File: config.mk
export PLATFORM = sky130hd
export DESIGN_NAME = sync_gray_ptr_flat
export DESIGN_NICKNAME = d
export VERILOG_FILES = /design/src/rtl/sync_gray_ptr_if.sv /design/src/rtl/sync_gray_ptr.sv /design/src/flat_wrapper.sv
export SDC_FILE = /design/constraint.sdc
export NUM_CORES = 1
export LEC_CHECK = 0
export ABC_CLOCK_PERIOD_IN_PS = 2900
export CAP_MARGIN = 25
export CORE_MARGIN = 2
export CORE_UTILIZATION = 49
export CTS_BUF_LIST = sky130_fd_sc_hd__clkbuf_8
export CTS_CLUSTER_SIZE = 8
export DETAILED_ROUTE_END_ITERATION = 8
export PLACE_DENSITY = 0.95
export SLEW_MARGIN = 20
export SYNTH_ARGS = -nofsm -noshare
export SYNTH_HDL_FRONTEND = slang
export SYNTH_SLANG_ARGS = --single-unit
File: constraint.sdc
create_clock -name rclk -period 2.9 [get_ports rclk]
set_clock_uncertainty 0.05 [all_clocks]
set_input_delay 0.435 -clock rclk [delete_from_list [all_inputs] [get_ports rclk]]
set_output_delay 0.435 -clock rclk [all_outputs]
set_load 0.02 [all_outputs]
File: src/rtl/sync_gray_ptr_if.sv
// Bundle of the Gray-pointer synchroniser's data signals: the source pointer and error clear
// going in, the synchronised pointer, its binary form and the status flags coming out.
interface sync_gray_ptr_if #(
    parameter int ADDRSIZE = 4
);
    logic [ADDRSIZE:0] wptr;
    logic              err_clr;
    logic [ADDRSIZE:0] rq_wptr;
    logic [ADDRSIZE:0] rq_wptr_bin;
    logic              rq_wptr_vld;
    logic              rq_wptr_chg;
    logic              sync_err;

    modport master (
        output wptr,
        output err_clr,
        input  rq_wptr,
        input  rq_wptr_bin,
        input  rq_wptr_vld,
        input  rq_wptr_chg,
        input  sync_err
    );

    modport slave (
        input  wptr,
        input  err_clr,
        output rq_wptr,
        output rq_wptr_bin,
        output rq_wptr_vld,
        output rq_wptr_chg,
        output sync_err
    );
endinterface

File: src/rtl/sync_gray_ptr.sv
// N-stage synchroniser for a Gray-coded FIFO write pointer entering the rclk domain.
// Define SYNC_ERR_CHK_EN to build the sticky Gray-coherency checker driving sync_err.
module sync_gray_ptr #(
    parameter int ADDRSIZE    = 4,
    parameter int SYNC_STAGES = 2
) (
    input  logic           rclk,
    input  logic           rrst_n,
    sync_gray_ptr_if.slave bus
);
    localparam int            W       = ADDRSIZE + 1;
    localparam int            CW      = $clog2(SYNC_STAGES + 1);
    localparam logic [CW-1:0] CNT_MAX = CW'(SYNC_STAGES);

    generate
        if (SYNC_STAGES < 2 || SYNC_STAGES > 4) begin : g_bad_stages
            $error("sync_gray_ptr: SYNC_STAGES must be in 2..4");
        end
    endgenerate

    logic [SYNC_STAGES-1:0][W-1:0] r_stage;
    logic [W-1:0]                  r_prev;
    logic                          r_prev_vld;
    logic [CW-1:0]                 r_cnt;
    logic [W-1:0]                  w_rq;
    logic [W-1:0]                  w_bin;
    logic                          w_vld;

    always_ff @(posedge rclk or negedge rrst_n) begin
        if (!rrst_n) begin
            r_stage    <= '0;
            r_prev     <= '0;
            r_prev_vld <= 1'b0;
            r_cnt      <= '0;
        end else begin
            r_stage[0] <= bus.wptr;
            for (int i = 1; i < SYNC_STAGES; i++) begin
                r_stage[i] <= r_stage[i-1];
            end
            r_prev     <= w_rq;
            r_prev_vld <= w_vld;
            if (r_cnt != CNT_MAX) begin
                r_cnt <= r_cnt + 1'b1;
            end
        end
    end

    assign w_rq  = r_stage[SYNC_STAGES-1];
    assign w_vld = (r_cnt == CNT_MAX);

    always_comb begin
        w_bin      = '0;
        w_bin[W-1] = w_rq[W-1];
        for (int i = W - 2; i >= 0; i--) begin
            w_bin[i] = w_bin[i+1] ^ w_rq[i];
        end
    end

    // prev only holds a real post-reset sample once vld was already high on the previous
    // cycle, so the first qualified value never produces a change pulse or a checker hit.
    logic w_cmp_en;
    assign w_cmp_en = w_vld & r_prev_vld;

    assign bus.rq_wptr     = w_rq;
    assign bus.rq_wptr_bin = w_bin;
    assign bus.rq_wptr_vld = w_vld;
    assign bus.rq_wptr_chg = w_cmp_en & (w_rq != r_prev);

`ifdef SYNC_ERR_CHK_EN
    logic r_sync_err;
    logic w_viol;

    assign w_viol = w_cmp_en & ($countones(w_rq ^ r_prev) > 1);

    // A new violation takes priority over a simultaneous clear.
    always_ff @(posedge rclk or negedge rrst_n) begin
        if (!rrst_n) begin
            r_sync_err <= 1'b0;
        end else begin
            r_sync_err <= w_viol | (r_sync_err & ~bus.err_clr);
        end
    end

    assign bus.sync_err = r_sync_err;
`else
    logic w_unused_err_clr;
    assign w_unused_err_clr = bus.err_clr;
    assign bus.sync_err     = 1'b0;
`endif
endmodule
File: src/flat_wrapper.sv
// flat-port wrapper written by rule: the top's interface ports become plain ports
module sync_gray_ptr_flat 
#(
    parameter int ADDRSIZE    = 4,
    parameter int SYNC_STAGES = 2
)
  (rclk, rrst_n, bus_wptr, bus_err_clr, bus_rq_wptr, bus_rq_wptr_bin, bus_rq_wptr_vld, bus_rq_wptr_chg, bus_sync_err);
  sync_gray_ptr_if #(.ADDRSIZE(ADDRSIZE)) bus_i ();
  input  logic rclk;
  input  logic rrst_n;
  input wire logic [$bits(bus_i.wptr)-1:0] bus_wptr;
  input wire logic [$bits(bus_i.err_clr)-1:0] bus_err_clr;
  output wire logic [$bits(bus_i.rq_wptr)-1:0] bus_rq_wptr;
  output wire logic [$bits(bus_i.rq_wptr_bin)-1:0] bus_rq_wptr_bin;
  output wire logic [$bits(bus_i.rq_wptr_vld)-1:0] bus_rq_wptr_vld;
  output wire logic [$bits(bus_i.rq_wptr_chg)-1:0] bus_rq_wptr_chg;
  output wire logic [$bits(bus_i.sync_err)-1:0] bus_sync_err;
  assign bus_i.wptr = bus_wptr;
  assign bus_i.err_clr = bus_err_clr;
  assign bus_rq_wptr = bus_i.rq_wptr;
  assign bus_rq_wptr_bin = bus_i.rq_wptr_bin;
  assign bus_rq_wptr_vld = bus_i.rq_wptr_vld;
  assign bus_rq_wptr_chg = bus_i.rq_wptr_chg;
  assign bus_sync_err = bus_i.sync_err;
  sync_gray_ptr #(.ADDRSIZE(ADDRSIZE), .SYNC_STAGES(SYNC_STAGES)) u_core (.rclk(rclk), .rrst_n(rrst_n), .bus(bus_i));
endmodule
* Word level (Yosys, flattened, before mapping)
Index checks and enable logic that the tools add are counted.
** Storage, ports and cells
- Bits in registers :: 18
- Input port bits :: 8
- Output and inout port bits :: 13
- Word-level logic and storage cells :: 15
** Cells by class
- $add $sub $neg :: 1
- Eq/ne operators :: 3
- Bitwise logic cells :: 6
** Operators with widths (number)
- 5-bit != test :: 1
- 1-bit bitwise XOR :: 4
- 2-bit by 1-bit adder with 2-bit output (second input constant) :: 1
- 1-bit AND :: 2
- 2-bit equality test (second input constant) :: 1
- 2-bit != test (second input constant) :: 1

* Longest topological paths before layout
Gate-level depths: netlist of run 1.
- Word-level depth :: 4
- Depth in mapped cells :: 4

* Least setup slack after synthesis of run 1
Ideal clock, no wire load.
- Path type :: reg-to-output
- Start point :: reg u_core.r_stage, in the netlist u_core.bus.rq_wptr[4]
- End point :: out bus_rq_wptr_bin[0]
- Data arrival time :: 1.679 ns
- Data required time :: 2.415 ns
- Setup slack :: 0.736 ns
- Stages on the path, launching flop included :: 4
- Buffers on the path :: 0
- Cell sequence :: dfrtp_1 > xor3_2 > xor2_2 > xor2_1
** Between the ends
- Cells in the longest elaborated chain, start to end :: 4
** RTL lines
- from (decl) :: line sync_gray_ptr.sv:21 : logic [SYNC_STAGES-1:0][W-1:0] r_stage;
- from (signal, indexed assignment) :: line sync_gray_ptr.sv:38 : r_stage[i] <= r_stage[i-1];
- 1-bit bitwise XOR (2 in series) :: line sync_gray_ptr.sv:55 : w_bin[i] = w_bin[i+1] ^ w_rq[i];
- net bus_rq_wptr_bin[2] :: line flat_wrapper.sv:14 : output wire logic [$bits(bus_i.rq_wptr_bin)-1:0] bus_rq_wptr_bin;
- 1-bit bitwise XOR :: line sync_gray_ptr.sv:55
- net bus_rq_wptr_bin[1] :: line flat_wrapper.sv:14
- 1-bit bitwise XOR :: line sync_gray_ptr.sv:55
- to (decl) :: line flat_wrapper.sv:14
The timed path passes the listed nets, and every way through them passes these cells.

* Final worst setup path of run 1
- Start point :: reg u_core.r_stage, in the netlist u_core.bus.rq_wptr[4]
- End point :: out bus_rq_wptr_bin[0]
** Between the ends
- Cells in the longest elaborated chain, start to end :: 4
** RTL lines (line)
- 1-bit bitwise XOR (4 in series) :: sync_gray_ptr.sv:55
No other way between the ends.

==> reports/qor.txt, run 1 <==
number of buffer and inverter stages on the critical path -> 1
min cycle time layout -> 2.62 ns
total of cells resized after clock tree synthesis -> 0
share of cells above drive strength 1 -> 10.3%
post-route non-filler standard cell count -> 73
number of antenna violations at the first check in global routing -> 0
cts hold-fix bufs -> 0
worst endpoint required time -> 2.41 ns
total overflow reported by the global router -> 0
Most used DFF post-synth -> sky130_fd_sc_hd__dfrtp_1
CTS tree -> done
fill cell instance count of the final layout -> 96
Die W -> 40.8 µm
area inside the core boundary -> 0.00128 mm²
register bit total from synthesis -> 18
Post-CTS Repair Setup Buffers -> 0
clock buffer count from CTS -> 3
Register-to-Register Setup Slack -> 1.86 ns
CP Max Fanout -> 6
leading cell types by count after synthesis -> sky130_fd_sc_hd__dfrtp_1 (18), sky130_fd_sc_hd__buf_4 (7), sky130_fd_sc_hd__xor2_1 (5)
final slew viol count -> 0
# clock sinks -> 18
result of the run -> complete, no violations
internal power consumption -> 0.000424 W
number of port buffers -> 18
Root Buffer -> sky130_fd_sc_hd__clkbuf_8
Largest delay share family, worst path -> XOR/XNOR gates
number of cells on the worst hold path -> 0
largest stage delay on the critical path -> 0.61 ns
net count after synthesis -> 52
placed wire-length estimate after detailed placement -> 647 µm
post-route clock period utilization -> 90.3%
Die Ht -> 40.8 µm
row count -> 13
Maximum Capacitance Violations -> 0
endpoint type of the worst setup path -> output pin
later-pin clock latency in the skew report -> 0.24 ns
overall via count from detail_route -> 321
drt drc -> 0
cell count after placement -> 69
number of warnings issued by yosys -> 0
number of cells on the worst reg-to-reg path -> 3
net switching power -> 0.000117 W
number of antenna repair diodes -> 0
reg-to-reg critical path startpoint -> u_core.r_cnt[0]
top post-synthesis cells by area -> sky130_fd_sc_hd__dfrtp_1 (68%), sky130_fd_sc_hd__buf_4 (7.9%), sky130_fd_sc_hd__xor2_1 (6.6%)
maximum number of pins on one net before global-route repair -> 19
Worst Path Arrival -> 2.13 ns
number of global-route vias before repair -> 310
crit path kind -> flip-flop to output pin
share of synthesized area occupied by flip-flops and latches -> 67.9%
post-CTS clock slew at the launch and capture registers of the worst setup and hold paths -> 0.06 ns
Ports -> 21
leakage power total -> 0.395 nW
transition time at the pin with the least slew margin -> 0.730 ns
count of nets after finishing -> 68
Area Overhead vs Synth -> 30.4%
fraction of power spent switching nets -> 21.6%
combinational cell fraction of total power -> 14.7%
worst reg2reg endpoint -> u_core.r_cnt[1]
Pwr Density -> 626 mW/mm²
Avg Inst Size Synth -> 15.4 µm²
worst supply voltage drop on vdd -> 366 µV
Final Hold Vio Count -> 0
classification of the worst-slack hold path -> flip-flop to flip-flop
post-route ant nets -> 0
final-report setup violation count -> 0
Hold Path Sink -> u_core.bus.rq_wptr[4]
number of vias per cell -> 4.40
post-layout power -> 0.000541 W
Clock Path Buffers -> 2
total detailed-routing wirelength -> 812 µm
normalized max-slew margin -> 51.2%
netlist area before placement -> 663 µm²
die area -> 0.00166 mm²
leading cell type by number of instances after synthesis -> sky130_fd_sc_hd__dfrtp_1
starting utilization of the core area -> 51.6%
global-route wire length before repair -> 1.26 mm
starting DRC count in detailed routing -> 2
all-layer global routing usage -> 12.6%
part of the total power dissipated in sequential elements -> 50.0%
crit-path cells -> xor3_2 > xor2_2 > xor2_1 > clkdlybuf4s50_1
RSZ-0062 raised after global routing -> no
fraction of synthesized cell area taken by the top area cell type -> 67.9%
slowest stage cell on the critical path -> sky130_fd_sc_hd__clkdlybuf4s50_1
unique cell type count in the Yosys netlist -> 13
EDFF count, synth -> 0
Setup crit start kind -> flip-flop
Setup TNS Final -> 0 ns
H-tree depth -> 1
per-cell routed wire length -> 11.1 µm
Mapped Cells -> 43
last weighted congestion value of the routability-driven placer -> 0.630
part of the total power dissipated in the clock network -> 35.4%
biggest area consumer among synthesized cells -> sky130_fd_sc_hd__dfrtp_1
startpoint of the lowest-slack hold path -> u_core.r_stage[4]
fraction of synthesis flops using an asynchronous set or reset pin -> 100%
Fmax -> 0.382 GHz
first-pass iteration count of the detailed router -> 2
## per-stage QoR
stage                     instance area (µm²)  hold slack [ns]  setup slack, ns  utilization, %
after floorplan                           663           0.0894            0.736               -
after global placement                    810            0.281            0.568            63.0
after detailed placement                  810            0.285            0.520            63.0
after CTS                                 865            0.299            0.249            67.3
after global routing                      865            0.311            0.160            67.3
final                                     865            0.299            0.281            67.3
## flip-flops by register name, indices dropped and copies added (netlist names)
name / cells
u_core.bus.rq_wptr: 5
u_core.r_prev: 5
u_core.r_stage: 5
u_core.r_cnt: 2
u_core.r_prev_vld: 1
## area by class of cell
class	count	area, µm²	share of cell area [%]
flip-flops and latches	18	450	52.1
repair buffers	18	180	20.8
multi-input cells	16	153	17.7
clock buffers	4	55.1	6.37
well taps	15	18.8	2.17
inverters	2	7.51	0.868
## logic make-up after synthesis
logic type,Yosys count,synth area share (%)
buffers and inverters,9,9.06
other,1,0.565
and+or+nand+nor,2,1.32
DFF,18,67.9
xor gates and xnor gates,10,16.8
muxes,1,1.51
adders and majority gates,1,1.89
AOI/OAI and AO/OA,1,0.944
## layer usage
| metal | track usage, % | share of wire, % | vias to the layer above |
|---|---|---|---|
| met5 | 0 | 0 | - |
| li1 | - | - | 153 |
| met2 | 21.5 | 53 | 16 |
| met1 | 13.7 | 39 | 152 |
| met3 | 3.80 | 7.0 | 0 |
| met4 | 7.50 | 0 | 0 |
## how the worst max path moves through the flow
stage / startpoint / end / slack [ns] / cells past startpoint
after detailed placement: u_core.bus.rq_wptr[4] / bus_rq_wptr_bin[0] / 0.52 / 4
final: u_core.bus.rq_wptr[4] / bus_rq_wptr_bin[0] / 0.28 / 4
after CTS: u_core.bus.rq_wptr[4] / bus_rq_wptr_bin[0] / 0.25 / 4
after global placement: u_core.bus.rq_wptr[4] / bus_rq_wptr_bin[0] / 0.57 / 4
after floorplan: u_core.bus.rq_wptr[4] / bus_rq_wptr_bin[0] / 0.74 / 3
after global routing: u_core.bus.rq_wptr[4] / bus_rq_wptr_bin[0] / 0.16 / 4
## placed cells by master, fill, tap and decap left out
cell	n
sky130_fd_sc_hd__nor3_1	1
sky130_fd_sc_hd__xor2_1	5
sky130_fd_sc_hd__xor2_2	1
sky130_fd_sc_hd__xnor2_1	3
sky130_fd_sc_hd__clkdlybuf4s50_1	18
sky130_fd_sc_hd__conb_1	1
sky130_fd_sc_hd__ha_1	1
sky130_fd_sc_hd__xor3_2	1
sky130_fd_sc_hd__mux2i_1	1
sky130_fd_sc_hd__a31oi_1	1
sky130_fd_sc_hd__inv_1	2
sky130_fd_sc_hd__clkbuf_8	4
sky130_fd_sc_hd__nand2_1	1
sky130_fd_sc_hd__dfrtp_1	18
## worst register-to-register path, stage by stage (launching register included)
cell,delay (ns)
sky130_fd_sc_hd__dfrtp_1,0.39
sky130_fd_sc_hd__inv_1,0.07
sky130_fd_sc_hd__ha_1,0.25
sky130_fd_sc_hd__mux2i_1,0.20
## power by group through the flow
stage	clock network (W)	logic, W	registers [W]
6_report	0.000191	0.0000795	0.000270
5_1_grt	0.000209	0.0000866	0.000272
4_1_cts	0.000199	0.0000808	0.000271
3_5_place_dp	0	0.0000808	0.000275
3_3_place_gp	0	0.0000794	0.000274
2_1_floorplan	0	0.0000460	0.000273
Power figures use the tool's default switching activity.
==> inputs of run 2 (changes only) <==
- CAP_MARGIN: 25 -> 20
- HOLD_SLACK_MARGIN: default -> 0.12
==> results of run 2 <==
The final DEF is identical to that of run 1; final timing and power are the same.
